File: config.mk
export PLATFORM = sky130hd
export DESIGN_NAME = csr_arb2_flat
export DESIGN_NICKNAME = d
export VERILOG_FILES = /design/src/rtl/csr_pkg.sv /design/src/rtl/csr_arb2_if.sv /design/src/rtl/rr_arb2.sv /design/src/rtl/csr_arb2.sv /design/src/flat_wrapper.sv
export SDC_FILE = /design/constraint.sdc
export NUM_CORES = 1
export LEC_CHECK = 0
export ABC_AREA = 1
export BUFFER_PORTS_ARGS = -buffer_cell sky130_fd_sc_hd__buf_4
export CORE_MARGIN = 2
export CORE_UTILIZATION = 40
export DETAILED_ROUTE_END_ITERATION = 12
export PLACE_DENSITY = 0.88
export SYNTH_ARGS = -nofsm -noshare
export SYNTH_HDL_FRONTEND = slang
export SYNTH_SLANG_ARGS = --single-unit
export TNS_END_PERCENT = 30
File: constraint.sdc
create_clock -name clk -period 1.8 [get_ports clk]
set_input_delay 0.36 -clock clk [delete_from_list [all_inputs] [get_ports clk]]
set_output_delay 0.36 -clock clk [all_outputs]
set_load 0.005 [all_outputs]
File: src/rtl/csr_pkg.sv
// Shared CSR-bus definitions: default bus widths and the arbiter state encoding.
package csr_pkg;

   localparam int CSR_ADDR_W_DEF = 8;
   localparam int CSR_DATA_W_DEF = 16;

   typedef enum logic [1:0] {
      ST_IDLE = 2'd0,
      ST_OWN0 = 2'd1,
      ST_OWN1 = 2'd2
   } arb_state_e;

endpackage

File: src/rtl/csr_arb2_if.sv
// Two-master CSR bus bundle plus the single downstream CSR slave port.
interface csr_arb2_if
   import csr_pkg::*;
#(
   parameter int CSR_ADDR_W = CSR_ADDR_W_DEF,
   parameter int CSR_DATA_W = CSR_DATA_W_DEF
);

   logic                  m0_req, m0_gnt, m0_wen, m0_ren, m0_rvalid, m0_err;
   logic [CSR_ADDR_W-1:0] m0_addr;
   logic [CSR_DATA_W-1:0] m0_wdata, m0_rdata;

   logic                  m1_req, m1_gnt, m1_wen, m1_ren, m1_rvalid, m1_err;
   logic [CSR_ADDR_W-1:0] m1_addr;
   logic [CSR_DATA_W-1:0] m1_wdata, m1_rdata;

   logic                  s_wen, s_ren, s_rvalid;
   logic [CSR_ADDR_W-1:0] s_addr;
   logic [CSR_DATA_W-1:0] s_wdata, s_rdata;

   // Bridges and the CSR map side (environment view).
   modport master (
      output m0_req, m0_addr, m0_wen, m0_wdata, m0_ren,
      output m1_req, m1_addr, m1_wen, m1_wdata, m1_ren,
      output s_rvalid, s_rdata,
      input  m0_gnt, m0_rvalid, m0_rdata, m0_err,
      input  m1_gnt, m1_rvalid, m1_rdata, m1_err,
      input  s_addr, s_wen, s_wdata, s_ren
   );

   // Arbiter view.
   modport slave (
      input  m0_req, m0_addr, m0_wen, m0_wdata, m0_ren,
      input  m1_req, m1_addr, m1_wen, m1_wdata, m1_ren,
      input  s_rvalid, s_rdata,
      output m0_gnt, m0_rvalid, m0_rdata, m0_err,
      output m1_gnt, m1_rvalid, m1_rdata, m1_err,
      output s_addr, s_wen, s_wdata, s_ren
   );

endinterface

File: src/rtl/rr_arb2.sv
// 2-way round-robin picker: on a tie the master not served last wins.
module rr_arb2 (
   input  logic [1:0] req_i,
   input  logic       last_i,
   output logic [1:0] pick_o
);

   always_comb begin
      pick_o    = 2'b00;
      pick_o[0] = req_i[0] & (~req_i[1] | last_i);
      pick_o[1] = req_i[1] & (~req_i[0] | ~last_i);
   end

endmodule

File: src/rtl/csr_arb2.sv
// Session arbiter sharing one CSR slave port between two bridges; grants whole
// sessions and issues exactly one downstream read per master read request.
module csr_arb2
   import csr_pkg::*;
#(
   parameter int CSR_ADDR_W = CSR_ADDR_W_DEF,
   parameter int CSR_DATA_W = CSR_DATA_W_DEF
) (
   input logic         clk,
   input logic         rst,
   csr_arb2_if.slave   bus
);

   arb_state_e            state_q, state_d;
   logic                  last_q, last_d;
   logic                  rd_done_q, rd_done_d;
   logic                  s_wen_q, s_wen_d, s_ren_q, s_ren_d;
   logic                  err0_q, err0_d, err1_q, err1_d;
   logic [CSR_ADDR_W-1:0] s_addr_q, s_addr_d;
   logic [CSR_DATA_W-1:0] s_wdata_q, s_wdata_d;

   logic                  own0, own1, hs, stay;
   logic                  owner_wen, owner_ren;
   logic [CSR_ADDR_W-1:0] owner_addr;
   logic [CSR_DATA_W-1:0] owner_wdata;
   logic [1:0]            pick;

   rr_arb2 u_pick (
      .req_i  ({bus.m1_req, bus.m0_req}),
      .last_i (last_q),
      .pick_o (pick)
   );

   assign own0 = (state_q == ST_OWN0);
   assign own1 = (state_q == ST_OWN1);
   assign hs   = s_ren_q & bus.s_rvalid;

   always_comb begin
      owner_wen   = 1'b0;
      owner_ren   = 1'b0;
      owner_addr  = bus.m0_addr;
      owner_wdata = bus.m0_wdata;
      if (own0) begin
         owner_wen = bus.m0_wen;
         owner_ren = bus.m0_ren;
      end else if (own1) begin
         owner_wen   = bus.m1_wen;
         owner_ren   = bus.m1_ren;
         owner_addr  = bus.m1_addr;
         owner_wdata = bus.m1_wdata;
      end
   end

   always_comb begin
      state_d = state_q;
      last_d  = last_q;
      unique case (state_q)
         ST_IDLE: begin
            if (pick[0])      state_d = ST_OWN0;
            else if (pick[1]) state_d = ST_OWN1;
         end
         // A session only ends once no downstream read is in flight.
         ST_OWN0: if (!bus.m0_req && !s_ren_q) begin
            state_d = ST_IDLE;
            last_d  = 1'b0;
         end
         ST_OWN1: if (!bus.m1_req && !s_ren_q) begin
            state_d = ST_IDLE;
            last_d  = 1'b1;
         end
         default: state_d = ST_IDLE;
      endcase

      stay      = (state_q != ST_IDLE) && (state_d == state_q);
      s_wen_d   = stay & owner_wen;
      s_ren_d   = stay & owner_ren & ~rd_done_q & ~hs;
      rd_done_d = hs | (owner_ren & rd_done_q);
      s_addr_d  = stay ? owner_addr  : s_addr_q;
      s_wdata_d = stay ? owner_wdata : s_wdata_q;
      err0_d    = err0_q | ((bus.m0_wen | bus.m0_ren) & ~own0);
      err1_d    = err1_q | ((bus.m1_wen | bus.m1_ren) & ~own1);
   end

   always_ff @(posedge clk or posedge rst) begin
      if (rst) begin
         state_q   <= ST_IDLE;
         last_q    <= 1'b1;
         rd_done_q <= 1'b0;
         s_wen_q   <= 1'b0;
         s_ren_q   <= 1'b0;
         s_addr_q  <= '0;
         s_wdata_q <= '0;
         err0_q    <= 1'b0;
         err1_q    <= 1'b0;
      end else begin
         state_q   <= state_d;
         last_q    <= last_d;
         rd_done_q <= rd_done_d;
         s_wen_q   <= s_wen_d;
         s_ren_q   <= s_ren_d;
         s_addr_q  <= s_addr_d;
         s_wdata_q <= s_wdata_d;
         err0_q    <= err0_d;
         err1_q    <= err1_d;
      end
   end

   assign bus.m0_gnt    = own0;
   assign bus.m1_gnt    = own1;
   assign bus.m0_rvalid = hs & own0;
   assign bus.m1_rvalid = hs & own1;
   assign bus.m0_rdata  = own0 ? bus.s_rdata : '0;
   assign bus.m1_rdata  = own1 ? bus.s_rdata : '0;
   assign bus.m0_err    = err0_q;
   assign bus.m1_err    = err1_q;
   assign bus.s_addr    = s_addr_q;
   assign bus.s_wen     = s_wen_q;
   assign bus.s_wdata   = s_wdata_q;
   assign bus.s_ren     = s_ren_q;

endmodule

File: src/flat_wrapper.sv
// flat-port wrapper written by rule: the top's interface ports become plain ports
module csr_arb2_flat import csr_pkg::*;
#(
   parameter int CSR_ADDR_W = CSR_ADDR_W_DEF,
   parameter int CSR_DATA_W = CSR_DATA_W_DEF
)
  (clk, rst, bus_m0_req, bus_m0_addr, bus_m0_wen, bus_m0_wdata, bus_m0_ren, bus_m1_req, bus_m1_addr, bus_m1_wen, bus_m1_wdata, bus_m1_ren, bus_s_rvalid, bus_s_rdata, bus_m0_gnt, bus_m0_rvalid, bus_m0_rdata, bus_m0_err, bus_m1_gnt, bus_m1_rvalid, bus_m1_rdata, bus_m1_err, bus_s_addr, bus_s_wen, bus_s_wdata, bus_s_ren);
  csr_arb2_if #(.CSR_ADDR_W(CSR_ADDR_W), .CSR_DATA_W(CSR_DATA_W)) bus_i ();
  input logic clk;
  input logic rst;
  input wire logic [$bits(bus_i.m0_req)-1:0] bus_m0_req;
  input wire logic [$bits(bus_i.m0_addr)-1:0] bus_m0_addr;
  input wire logic [$bits(bus_i.m0_wen)-1:0] bus_m0_wen;
  input wire logic [$bits(bus_i.m0_wdata)-1:0] bus_m0_wdata;
  input wire logic [$bits(bus_i.m0_ren)-1:0] bus_m0_ren;
  input wire logic [$bits(bus_i.m1_req)-1:0] bus_m1_req;
  input wire logic [$bits(bus_i.m1_addr)-1:0] bus_m1_addr;
  input wire logic [$bits(bus_i.m1_wen)-1:0] bus_m1_wen;
  input wire logic [$bits(bus_i.m1_wdata)-1:0] bus_m1_wdata;
  input wire logic [$bits(bus_i.m1_ren)-1:0] bus_m1_ren;
  input wire logic [$bits(bus_i.s_rvalid)-1:0] bus_s_rvalid;
  input wire logic [$bits(bus_i.s_rdata)-1:0] bus_s_rdata;
  output wire logic [$bits(bus_i.m0_gnt)-1:0] bus_m0_gnt;
  output wire logic [$bits(bus_i.m0_rvalid)-1:0] bus_m0_rvalid;
  output wire logic [$bits(bus_i.m0_rdata)-1:0] bus_m0_rdata;
  output wire logic [$bits(bus_i.m0_err)-1:0] bus_m0_err;
  output wire logic [$bits(bus_i.m1_gnt)-1:0] bus_m1_gnt;
  output wire logic [$bits(bus_i.m1_rvalid)-1:0] bus_m1_rvalid;
  output wire logic [$bits(bus_i.m1_rdata)-1:0] bus_m1_rdata;
  output wire logic [$bits(bus_i.m1_err)-1:0] bus_m1_err;
  output wire logic [$bits(bus_i.s_addr)-1:0] bus_s_addr;
  output wire logic [$bits(bus_i.s_wen)-1:0] bus_s_wen;
  output wire logic [$bits(bus_i.s_wdata)-1:0] bus_s_wdata;
  output wire logic [$bits(bus_i.s_ren)-1:0] bus_s_ren;
  assign bus_i.m0_req = bus_m0_req;
  assign bus_i.m0_addr = bus_m0_addr;
  assign bus_i.m0_wen = bus_m0_wen;
  assign bus_i.m0_wdata = bus_m0_wdata;
  assign bus_i.m0_ren = bus_m0_ren;
  assign bus_i.m1_req = bus_m1_req;
  assign bus_i.m1_addr = bus_m1_addr;
  assign bus_i.m1_wen = bus_m1_wen;
  assign bus_i.m1_wdata = bus_m1_wdata;
  assign bus_i.m1_ren = bus_m1_ren;
  assign bus_i.s_rvalid = bus_s_rvalid;
  assign bus_i.s_rdata = bus_s_rdata;
  assign bus_m0_gnt = bus_i.m0_gnt;
  assign bus_m0_rvalid = bus_i.m0_rvalid;
  assign bus_m0_rdata = bus_i.m0_rdata;
  assign bus_m0_err = bus_i.m0_err;
  assign bus_m1_gnt = bus_i.m1_gnt;
  assign bus_m1_rvalid = bus_i.m1_rvalid;
  assign bus_m1_rdata = bus_i.m1_rdata;
  assign bus_m1_err = bus_i.m1_err;
  assign bus_s_addr = bus_i.s_addr;
  assign bus_s_wen = bus_i.s_wen;
  assign bus_s_wdata = bus_i.s_wdata;
  assign bus_s_ren = bus_i.s_ren;
  csr_arb2 #(.CSR_ADDR_W(CSR_ADDR_W), .CSR_DATA_W(CSR_DATA_W)) u_core (.clk(clk), .rst(rst), .bus(bus_i));
endmodule
==> run_results.csv, run 1 <==
group,metric,value,unit
timing,finalSetupViolCount,0,
critical_path,path_class,"reg -> out",
synth,ys_ff_latch,32,
critical_path,arrival,1.32,ns
final_layout,multi_input_area,880,um2
synth,syn_inst,282,
synth,synthesis.nets,355,
timing,relSlewSlack,0.734,
detailed_routing,highest_layer,"met4",
power,leakagePower,1.85,nW
timing,layout_min_cycle_time,1.68,ns
detailed_routing,met3_length,559,um
timing,timing.fmax,0.595,GHz
critical_path,r2r-start,"u_core.state_q[1]",
final_layout,regArea,802,um2
detailed_routing,routed_wl,5660,um
clock_tree,hold_buffers,0,
synth,yosys-top-cells-area,"dfrtp_1 (42%), nand2_1 (28%), nor2_1 (7.7%), nand3_1 (6.8%), inv_1 (4.3%)",
power,ir_worst_vdd,759,uV
detailed_routing,num_vias,2173,
critical_path,ff2ff_setup_slack,0.22,ns
flow_run,maxCapViolCount,0,
floorplan,die_h,71.9,um
detailed_routing,drtIter0Drc,57,
critical_path,startpoint,"u_core.state_q[1]",
floorplan,die_area,0.00517,mm2
detailed_routing,vias_per_cell,4.62,
synth,yosys_warnings,0,
clock_tree,cts_buffers,5,
timing,rsz0062_at_grt,"no",
critical_path,cp.required,1.44,ns
grt,grt_start_max_net_pins,33,
synth,syn_area,0.00184,mm2
grt,gr-usage-all-layers,0.209,
timing,holdWs,0.166,ns
synth,yosysSeqAreaShare,0.435,
final_layout,diodes,0,
placement,place_ws,0.158,ns
placement,io_buffer_count,136,
floorplan,row_count,24,
timing,fin_skew,0.00373,ns
timing,drv_slew,0,
final_layout,area_growth,63.0,%
grt,overflow,0,
timing,timing.setup.tns,0,ns
clock_tree,cts.sinks,32,
clock_tree,cts_root_buf,"clkbuf_8",
floorplan,fp.coreArea,0.00438,mm2
final_layout,drive_above_1_share,0.385,
detailed_routing,wl_met1,2140,um
synth,syn_avg_cell_area,6.54,um2
critical_path,r2r_cells,6,
clock_tree,clk_pin_slew,0.06,ns
timing,fin_crit_sh,0.933,
power,powerDensity,1380,mW/mm2
detailed_routing,antenna_left,0,
floorplan,die_x,71.9,um
final_layout,num-nets-final,491,
detailed_routing,firstDrtPassIters,4,
clock_tree,cts_tree,"yes",
grt,antenna_found_initial,0,
hold_path,hold_path.class,"in -> async",
timing,hold_viol,0,
run_status,status,"completed",
critical_path,crit_path_end_kind,"output pin",
detailed_routing,route.met2.wl,2900,um
placement,hpwl,4420,um
timing,tightest_slew,0.400,ns
synth,yosys.area.top_type_share,0.421,
grt,grt_pass1_vias,1975,
critical_path,cp-start-kind,"register",
timing,setup_ws,0.120,ns
synth,yosys.cell_types.count,19,
floorplan,io_pins,137,
detailed_routing,drc_errors,0,
synth,synth_largest_area_cell,"dfrtp_1",
critical_path,path_max_fanout,8,
grt,grt_pass1_wl,8510,um
final_layout,fillers,395,
clock_tree,clkLatencyLatePin,0.28,ns
floorplan,initial_core_util,0.421,
detailed_routing,wire_per_inst,12.0,um
clock_tree,h-tree-depth,2,
placement,routabilityCongestion,0.843,
clock_tree,clockBufferDepth,2,
-- power by group --
part / total, mW / internal [mW] / switching (mW) / leakage [nW]
logic: 2.32 / 1.10 / 1.22 / 1.41
clock network: 0.581 / 0.340 / 0.241 / 0.0503
registers: 1.25 / 1.03 / 0.214 / 0.395
-- layer usage --
layer / up-vias / track usage
li1: 1113 / -
met2: 95 / 0.398
met4: 0 / 0.0734
met3: 7 / 0.0625
met5: - / 0
met1: 958 / 0.215
-- registers in the layout (all words and copies together) (netlist names) --
register            cells
u_core.bus.s_wen        1
u_core.bus.s_wdata     16
u_core.state_q          2
u_core.last_q           1
u_core.rd_done_q        1
u_core.bus.s_ren        1
u_core.bus.m1_err       1
u_core.bus.s_addr       8
u_core.bus.m0_err       1
-- worst paths after layout --
| kind | to |
|---|---|
| max in group asynchronous | u_core.last_q |
| min reg2reg | u_core.bus.m1_err |
| max | bus_m1_gnt |
| min | u_core.bus.s_wdata[4] |
| min in group clk | u_core.state_q[0] |
| max reg2reg | u_core.bus.s_wdata[1] |
-- cells in the mapped netlist (all sizes together) --
cell type	count
dfstp	1
o211ai	1
o21ai	2
inv	24
buf	12
o21bai	2
nand3	25
clkbuf	2
dfrtp	31
nor2	40
nand2	141
a21oi	1
-- through the flow --
stage	instance area, um2	power [mW]	cells	utilization
after CTS	3000	4.16	470	0.684
after detailed placement	2900	3.56	463	0.660
after floorplan	1840	2.48	282	-
after global placement	2900	3.48	463	0.660
final	3010	4.15	470	0.686
after global routing	3010	4.50	470	0.686
-- cell type report --
class / count / area share
clock buffers: 7 / 0.0320
inverters: 24 / 0.0300
multi-input cells: 212 / 0.293
flip-flops and latches: 32 / 0.267
well taps: 52 / 0.0216
repair buffers: 143 / 0.357
-- cell families (layout without fill, tap and decap cells) --
kind of cell | after synthesis | count (layout) | synth area share
simple gates | 206 | 206 | 0.448
compound gates | 6 | 6 | 0.0203
flops | 32 | 32 | 0.435
buf+inv | 38 | 174 | 0.0963
-- critical path: stages (launching register included) --
cell     delay [ns]
dfrtp_1        0.49
inv_2          0.10
nor2_2         0.27
buf_4          0.18
-- cell usage in the layout (no fill, tap or decap) --
cell type	n
nand2_1	136
dfrtp_1	31
nand2_2	2
o211ai_1	1
clkbuf_8	7
nor2_4	1
o21ai_0	2
nand2_4	3
inv_2	3
dfstp_2	1
nor2_1	38
inv_1	21
nand3_1	25
o21bai_1	2
a21oi_1	1
buf_4	143
nor2_2	1
-- timing repair --
item / CTS / global route
gates resized for setup: 2 / 2
endpoints found under the setup margin: 34 / 14
buffers inserted: 0 / 0
Note: power is estimated with default switching activity, not from simulation.
==> run 2: changes to the inputs <==
--- a/config.mk
+++ b/config.mk
@@ -5,7 +5,6 @@
 export SDC_FILE = /design/constraint.sdc
 export NUM_CORES = 1
 export LEC_CHECK = 0
-export ABC_AREA = 1
 export BUFFER_PORTS_ARGS = -buffer_cell sky130_fd_sc_hd__buf_4
 export CORE_MARGIN = 2
 export CORE_UTILIZATION = 40
==> run_results.csv, run 2 <==
group,metric,value,unit
run_status,status,"completed",
synth,synth_top_family_by_area,"multiplexers",
power,p_comb_frac,0.462,
detailed_routing,vias_per_cell,4.72,
final_layout,largest_reg_flops,16,
power,swShare,0.280,
synth,ys_ff_latch,32,
final_layout,area_growth,66.2,%
synth,synth-edff-count,0,
grt,grt_start_max_net_pins,33,
critical_path,crit_path_end_kind,"output pin",
clock_tree,clockBufferDepth,2,
grt,gr-usage-all-layers,0.196,
synth,synth_mux_area_frac,0.333,
synth,synth_fa_ha_area_frac,0,
floorplan,row_count,24,
grt,overflow,0,
timing,timing.setup.tns,0,ns
floorplan,die_x,72.2,um
synth,ys.flop_type,"dfrtp_1",
final_layout,final_cell_mix,"buf_4 (138), and2_1 (32), mux2_2 (31)",
detailed_routing,routed_wl,5180,um
floorplan,fp.coreArea,0.00441,mm2
critical_path,path_max_fanout,21,
placement,place_ws,0.179,ns
grt,grt_pass1_wl,7830,um
timing,layout_min_cycle_time,1.75,ns
synth,synth-compound-area-share,0.0397,
placement,hpwl,4030,um
detailed_routing,wire_per_inst,15.0,um
synth,synthSimpleGateAreaFrac,0.152,
synth,synth_largest_area_cell,"dfrtp_1",
critical_path,cp-start-kind,"register",
power,p_clk_frac,0.190,
power,p_seq_frac,0.348,
floorplan,io_pins,137,
critical_path,cp.required,1.44,ns
synth,ys_top_cells_by_count,"and2_1 (32), dfrtp_1 (31), mux2_2 (31)",
critical_path,cp_top_family,"flip-flops",
floorplan,initial_core_util,0.421,
timing,finalSetupViolCount,0,
detailed_routing,antenna_left,0,
timing,hold_viol,0,
synth,syn_area,0.00186,mm2
floorplan,die_h,72.2,um
timing,holdWs,0.175,ns
synth,yosysSeqAreaShare,0.431,
detailed_routing,num_vias,1624,
critical_path,path_class,"reg -> out",
grt,grt_pass1_vias,1628,
timing,tightest_slew,0.399,ns
power,powerDensity,1140,mW/mm2
hold_path,hold_path.class,"in -> async",
floorplan,die_area,0.00521,mm2
final_layout,drive_above_1_share,0.702,
placement,io_buffer_count,136,
synth,syn_avg_cell_area,12.2,um2
synth,yosys_warnings,0,
timing,fin_skew,0.00746,ns
power,internal_power,2.54,mW
final_layout,num-nets-final,364,
clock_tree,cts_tree,"yes",
clock_tree,cts_buffers,5,
synth,synthArstFlopShare,1.00,
flow_run,maxCapViolCount,0,
timing,setup_ws,0.0503,ns
detailed_routing,firstDrtPassIters,4,
timing,relSlewSlack,0.734,
final_layout,final_common_cell,"buf_4",
synth,syn_inst,152,
timing,drv_slew,0,
clock_tree,clk_pin_slew,0.07,ns
critical_path,cpMaxStageDelayCell,"dfrtp_2",
synth,yosys.cell_types.count,24,
clock_tree,cts.sinks,32,
power,totalPowerFinal,3.53,mW
detailed_routing,drc_errors,0,
clock_tree,clkLatencyLatePin,0.28,ns
clock_tree,cts_root_buf,"clkbuf_8",
timing,timing.fmax,0.572,GHz
power,power_switching,0.987,mW
synth,yosys-top-cells-area,"dfrtp_1 (42%), mux2_2 (19%), mux2_4 (15%), and2_1 (11%), buf_6 (2.4%)",
grt,antenna_found_initial,0,
clock_tree,h-tree-depth,2,
synth,yosysMostFrequentCell,"and2_1",
synth,yosys.area.top_type_share,0.417,
critical_path,path_buf_inv,2,
final_layout,diodes,0,
synth,synthesis.nets,225,
critical_path,crit_chain,"nor2b_4 > buf_6 > and3_1 > buf_4",
power,leakagePower,1.58,nW
power,ir_worst_vdd,850,uV
synth,synthXorXnorAreaFrac,0,
clock_tree,hold_buffers,0,
critical_path,arrival,1.39,ns
timing,fin_crit_sh,0.972,
detailed_routing,drtIter0Drc,75,
critical_path,max_stage_delay,0.48,ns
placement,routabilityCongestion,0.737,
[run 2: cell count changes in the layout (fill, tap and decap cells not counted), sizes merged, moves of 2 or more]
cell / before / now
nor2b: 0 / 2
mux2: 0 / 49
a22oi: 0 / 3
inv: 24 / 3
clkbuf: 7 / 5
and2: 0 / 32
nand2b: 0 / 2
nand3: 25 / 0
nor2: 40 / 5
nand2: 141 / 2
[run 2: through the flow]
stage / utilization / instance area (um2) / instances
after global routing: 0.700 / 3090 / 344
after floorplan: - / 1860 / 152
after global placement: 0.666 / 2940 / 335
final: 0.700 / 3090 / 344
after CTS: 0.692 / 3060 / 343
after detailed placement: 0.666 / 2940 / 335
[run 2: logic make-up (layout without fill, tap and decap cells)]
kind of cell	count (synthesis)	in the layout
buffers and inverters	13	153
flip-flops	32	32
AO/OA/AOI/OAI	11	11
multiplexers	49	49
AND/OR/NAND/NOR	47	47
[run 2: final cells by class]
type                    instances  area [um2]
fillers                       349        1320
repair buffers                142        1110
multi-input cells             107         991
flip-flops and latches         32         805
clock buffers                   5        68.8
well taps                      52        65.1
clock inverters                 3        42.5
inverters                       3        11.3
[run 2: worst min-delay path, delay by kind of cell]
family | cells | cell delay (ns)
buf+inv | 3 | 0.51
[run 2: what timing repair did]
item	4_1_cts	5_1_grt
setup buffers	0	1
resized for setup	2	7
hold endpoints to repair	0	0
endpoints found under the setup margin	19	34
[run 2: power groups by stage]
stage	clock [mW]	combinational, mW	sequential [mW]
floorplan	0	0.785	1.22
global placement	0	1.57	1.21
detailed placement	0	1.63	1.22
CTS	0.695	1.63	1.22
global route	0.731	1.74	1.27
finish	0.672	1.63	1.23
[run 2: path summary, 6_finish.rpt]
| check | start | to | slack (ns) | cells after the start |
|---|---|---|---|---|
| setup / recovery | u_core.state_q[1] | bus_m0_rvalid | 0.05 | 4 |
| hold / removal | rst | u_core.bus.s_wdata[10] | 0.18 | 3 |
| setup reg to reg | u_core.state_q[0] | u_core.bus.s_wdata[14] | 0.21 | 5 |
| hold reg to reg | u_core.rd_done_q | u_core.bus.s_ren | 0.47 | 1 |
| max in group asynchronous | rst | u_core.last_q | 1.31 | 3 |
| min in group clk | bus_m0_wen | u_core.bus.m0_err | 0.34 | 3 |
[run 2: layer usage]
layer  vias up  GRT usage  routed length, um
li1        798          -                  -
met1       754      0.222               1850
met2        70      0.359               2870
met3         2     0.0556                418
met4         0     0.0524                 36
met5         -          0                  0
